==> src/rtl/i2c_master_byte.sv <==
// Single-byte I2C master: START, addr+RW, ACK, one data byte, ACK/NACK, STOP.
// Optional slave clock stretching is enabled with `define I2C_MASTER_CLK_STRETCH_EN.
module i2c_master_byte #(
    parameter int CLK_DIV = 250
) (
    input  logic       clk,
    input  logic       rst,
    input  logic       cmd_valid,
    output logic       cmd_ready,
    input  logic [6:0] cmd_addr,
    input  logic       cmd_rw,
    input  logic [7:0] cmd_wdata,
    output logic       rsp_valid,
    output logic [7:0] rsp_rdata,
    output logic       rsp_nack,
    output logic       busy,
    output logic       scl_oe,
    output logic       sda_oe,
    input  logic       scl_in,
    input  logic       sda_in
);

    localparam int CW = $clog2(CLK_DIV);

    typedef enum logic [3:0] {
        IDLE, START, ADDR, AACK, WDATA, WACK, RDATA, MACK, STOP
    } state_t;

    state_t         state, state_n;
    logic [CW-1:0]  cnt;
    logic [1:0]     q;
    logic [2:0]     bit_idx;
    logic [7:0]     tx_sh, rx_sh, wdata_q;
    logic           rw_q, nack_q;
    logic           scl_s1, scl_s2, sda_s1, sda_s2;
    logic           last_cnt, freeze, tick, cell_end, sample, accept;

    always_ff @(posedge clk or posedge rst) begin
        if (rst) begin
            scl_s1 <= 1'b1;
            scl_s2 <= 1'b1;
            sda_s1 <= 1'b1;
            sda_s2 <= 1'b1;
        end else begin
            scl_s1 <= scl_in;
            scl_s2 <= scl_s1;
            sda_s1 <= sda_in;
            sda_s2 <= sda_s1;
        end
    end

    assign last_cnt = (cnt == CW'(CLK_DIV - 1));

`ifdef I2C_MASTER_CLK_STRETCH_EN
    // The first two clk of Q2 still see the low level we drove in Q1 through
    // the synchroniser, so they are excluded from the stretch check.
    assign freeze = (state != IDLE) && q[1] && !scl_s2 &&
                    !((q == 2'd2) && (cnt < CW'(2)));
`else
    logic unused_scl;
    assign unused_scl = scl_s2;
    assign freeze     = 1'b0;
`endif

    assign tick     = (state != IDLE) && !freeze;
    assign cell_end = tick && (q == 2'd3) && last_cnt;
    assign sample   = tick && (q == 2'd2) && last_cnt;
    assign accept   = (state == IDLE) && cmd_valid;

    always_comb begin
        state_n   = state;
        cmd_ready = (state == IDLE);
        busy      = (state != IDLE);
        scl_oe    = 1'b0;
        sda_oe    = 1'b0;
        case (state)
            IDLE:  if (cmd_valid) state_n = START;
            START: begin
                sda_oe = q[1];
                if (cell_end) state_n = ADDR;
            end
            ADDR: begin
                scl_oe = !q[1];
                sda_oe = !tx_sh[7];
                if (cell_end && bit_idx == 3'd7) state_n = AACK;
            end
            AACK: begin
                scl_oe = !q[1];
                if (cell_end) state_n = nack_q ? STOP : (rw_q ? RDATA : WDATA);
            end
            WDATA: begin
                scl_oe = !q[1];
                sda_oe = !tx_sh[7];
                if (cell_end && bit_idx == 3'd7) state_n = WACK;
            end
            WACK: begin
                scl_oe = !q[1];
                if (cell_end) state_n = STOP;
            end
            RDATA: begin
                scl_oe = !q[1];
                if (cell_end && bit_idx == 3'd7) state_n = MACK;
            end
            MACK: begin
                scl_oe = !q[1];
                if (cell_end) state_n = STOP;
            end
            STOP: begin
                scl_oe = !q[1];
                sda_oe = (q != 2'd3);
                if (cell_end) state_n = IDLE;
            end
            default: state_n = IDLE;
        endcase
    end

    always_ff @(posedge clk or posedge rst) begin
        if (rst) begin
            state     <= IDLE;
            cnt       <= '0;
            q         <= 2'd0;
            bit_idx   <= 3'd0;
            tx_sh     <= 8'h00;
            rx_sh     <= 8'h00;
            wdata_q   <= 8'h00;
            rw_q      <= 1'b0;
            nack_q    <= 1'b0;
            rsp_valid <= 1'b0;
            rsp_rdata <= 8'h00;
            rsp_nack  <= 1'b0;
        end else begin
            state     <= state_n;
            rsp_valid <= 1'b0;

            if (state == IDLE) begin
                cnt <= '0;
                q   <= 2'd0;
            end else if (tick) begin
                if (last_cnt) begin
                    cnt <= '0;
                    q   <= q + 2'd1;
                end else begin
                    cnt <= cnt + CW'(1);
                end
            end

            if (accept) begin
                tx_sh   <= {cmd_addr, cmd_rw};
                rw_q    <= cmd_rw;
                wdata_q <= cmd_wdata;
                rx_sh   <= 8'h00;
                nack_q  <= 1'b0;
                bit_idx <= 3'd0;
            end

            if (sample) begin
                if ((state == AACK || state == WACK) && sda_s2) nack_q <= 1'b1;
                if (state == RDATA) rx_sh <= {rx_sh[6:0], sda_s2};
            end

            if (cell_end) begin
                case (state)
                    ADDR, WDATA: begin
                        bit_idx <= bit_idx + 3'd1;
                        tx_sh   <= {tx_sh[6:0], 1'b0};
                    end
                    RDATA: bit_idx <= bit_idx + 3'd1;
                    AACK:  tx_sh   <= wdata_q;
                    STOP: begin
                        rsp_valid <= 1'b1;
                        rsp_rdata <= rx_sh;
                        rsp_nack  <= nack_q;
                    end
                    default: ;
                endcase
            end
        end
    end

endmodule

==> config.mk <==
export PLATFORM = sky130hd
export DESIGN_NAME = i2c_master_byte
export DESIGN_NICKNAME = d
export VERILOG_FILES = /design/src/rtl/i2c_master_byte.sv
export SDC_FILE = /design/constraint.sdc
export NUM_CORES = 1
export LEC_CHECK = 0
export ABC_AREA = 1
export BUFFER_PORTS_ARGS = -buffer_cell sky130_fd_sc_hd__buf_2
export CAP_MARGIN = 40
export CORE_MARGIN = 2
export CORE_UTILIZATION = 30
export CTS_BUF_LIST = sky130_fd_sc_hd__clkbuf_2 sky130_fd_sc_hd__clkbuf_4 sky130_fd_sc_hd__clkbuf_8
export CTS_CLUSTER_DIAMETER = 100
export DETAILED_ROUTE_END_ITERATION = 10
export SYNTH_ARGS = -nofsm -noshare
export SYNTH_HDL_FRONTEND = slang
export SYNTH_SLANG_ARGS = --single-unit
==> constraint.sdc <==
create_clock -name clk -period 4.45 [get_ports clk]
set_input_delay 0.445 -clock clk [delete_from_list [all_inputs] [get_ports clk]]
set_output_delay 0.445 -clock clk [all_outputs]
set_load 0.02 [all_outputs]
==> metrics.cfg <==
[critical_path]
timing.rr.start=state[0]
rr_worst_depth=9
cp-start-kind=register
r2r_slack_ns=2.74
critPathKind=register to output port
regToRegEndpoint=tx_sh[5]
crit_start=state[0]
cpMostUsedCell=nand2_1
crit_fanout=9
path_cells=inv_1 > nand2_1 > o21ai_2 > nand2_1 > o221ai_1 > buf_2
cp.arrival_ns=1.97
worstSetupEndpointType=output port
cp_slowest_stage_delay_ns=0.50
cpMaxStageDelayCell=dfrtp_1
crit_required_ns=4.01

[drt]
vias=2052
drtPass1Iterations=4
drtAntennaViolNets=0
wirelength_microns=5234
drtIter0Drc=90
drc=0
wl_per_cell_microns=11.58
vias_per_cell=4.540

[floorplan]
dieArea_sq_um=9962
core-area_sq_um=8806
die_y_microns=99.81
initial_core_util_pct=31.27
die_w_microns=99.81
rows=34
boundaryPins=35

[synthesis]
synth_area_leaders=dfrtp_1 (48%), nand2_1 (13%), nand3_1 (5.1%)
ys.flop_type=dfrtp_1
synth-seq-cells=55
synth_area_sq_um=2754
synth_top_area_share_pct=48.16
synth_edf_count=0
synth_fp_nets=334
yosysMostFrequentCell=nand2_1
avgSynthCellArea_sq_um=8.970
synth_largest_area_cell=dfrtp_1
synth.distinct_cells=34
yosys_warnings=0
syn_inst=307
synth_common_cells=nand2_1 (93), dfrtp_1 (53), inv_1 (29)
yosysSeqAreaShare_pct=50.07
async_reset_ff_share_pct=100.0

[placement]
dp_hpwl_microns=3676
dpl-instance-area_sq_um=3009
place_congestion=0.8385
port_buffers=33

[timing]
worst_pin_slew_ns=0.6874
fin_crit_sh_pct=54.17
clock.fmax_mhz=414.9
slew_violations=0
whs_ns=0.2227
timing_hold_violations_final=0
skew_ns=0.007089
rsz0062_at_grt=false
setup_viol=0
min_period_ns=2.410
relSlewSlack_pct=54.17
fin_setup_tns_ns=0

[final_layout]
antenna_cells=0
drive_above_1_share_pct=22.97
final_nets=370
final_core_util_pct=35.29
fin_area_sq_um=3108
area_growth_syn_to_layout_pct=12.86

[global_routing]
grt_pass1_vias=1989
grt_overflow=0
grt_pass1_wl_microns=9052
grtUsageTotal_pct=11.22
grt_start_max_net_pins=56
antenna_found_initial=0

[pwr]
p_sw_w=0.0001807
power.density_nw_per_um2=262.5
switching_share_pct=22.16
p_leak_nw=1.622
max-vdd-ir-drop_mv=0.1214
comb_power_share_pct=2.3
power.share.clock_pct=36.2
p_seq_share_pct=61.5
p_int_w=0.0006350

[clock_tree]
ctsHtreeMaxLevel=2
cts_tree=done
max-clock-path-buffers=2
clkSinkCount=55
numCtsBuffers=5
cts-root-buf=clkbuf_8
hold_buffers=0
clk_pin_slew_worst_paths_ns=0.10
post_cts_resized=0
clock_latency_ns=0.31
post-cts-setup-buffers=0

[hold_path]
worstHoldPathCells=1
hold-path-endpoint=sda_s1
min-delay-path-class=input port to register
hp-start=sda_in

[outcome]
status=finished, final reports clean

[job]
max_cap_violations=0

[power by group through the flow]
stage	clock network [W]	logic [W]	registers, W
global placement	0	0.0000198	0.000511
floorplan	0	0.00000730	0.000511
finish	0.000295	0.0000187	0.000502
CTS	0.000305	0.0000199	0.000502
detailed placement	0	0.0000198	0.000511
global route	0.000331	0.0000220	0.000502
[registers in the layout (all words and copies together), names as in the netlist]
| signal | flops |
|---|---|
| rsp_rdata | 8 |
| rx_sh | 8 |
| sda_s1 | 1 |
| sda_s2 | 1 |
| rsp_valid | 1 |
| state | 4 |
| wdata_q | 8 |
| tx_sh | 8 |
| bit_idx | 3 |
| rsp_nack | 1 |
| cnt | 8 |
| q | 2 |
| rw_q | 1 |
| nack_q | 1 |
[cells in the final DEF (no fill, tap or decap), drive strengths merged]
cell type,netlist,final
inv,33,33
o211ai,1,1
o21a,1,1
o22ai,2,2
clkinv,2,3
o221ai,1,1
buf,5,34
a21oi,8,8
nand2,104,104
ha,6,6
dfstp,2,2
o21ai,32,32
clkinvlp,0,1
nor3,1,1
nand3,30,30
a22oi,6,6
nand4,2,2
dfrtp,53,53
nor2,18,18
clkbuf,0,6
[how the worst max path moves through the flow]
| stage | to | slack (ns) |
|---|---|---|
| global route | sda_oe | 1.91 |
| finish | sda_oe | 2.04 |
| global placement | sda_oe | 2.42 |
| CTS | sda_oe | 2.04 |
| detailed placement | sda_oe | 2.39 |
| floorplan | bit_idx[0] | 2.67 |
[per-layer routing]
layer  global-route usage (%)  part of all wire (%)
met1                    15.33                    50
met2                    18.09                    44
met3                    2.646                   5.0
met4                    2.845                   1.1
met5                        0                     0
[layout make-up]
type | count | area, sq um
clock buffer | 6 | 82.58
clock inverter | 2 | 16.27
fill | 905 | 5698
inverter | 35 | 148.9
multi-input combinational | 212 | 1174
sequential | 55 | 1379
tap | 108 | 135.1
timing repair buffer | 34 | 172.7
[worst max-delay path, delay by kind of cell (launching register included)]
family                 cells  cell delay [ns]
flip-flops                 1             0.50
buffers and inverters      2             0.40
AND/OR/NAND/NOR            2             0.21
AO/OA/AOI/OAI              2             0.55
[per-stage QoR]
stage	total power (W)	setup WS [ns]	cells
4_1_cts	0.0008260	2.045	452
2_1_floorplan	0.0005184	2.665	307
6_report	0.0008157	2.040	452
5_1_grt	0.0008546	1.914	452
3_5_place_dp	0.0005312	2.388	444
3_3_place_gp	0.0005313	2.417	444
[logic make-up (layout without fill, tap and decap cells)]
logic type / count (synthesis) / after routing / synth area share (%)
AND/OR/NAND/NOR: 155 / 155 / 27.62
buffers and inverters: 40 / 77 / 7.314
AO/OA/AOI/OAI: 51 / 51 / 12.27
adder cells (fa/ha/maj): 6 / 6 / 2.726
flip-flops: 55 / 55 / 50.07
Power figures use the tool's default switching activity.
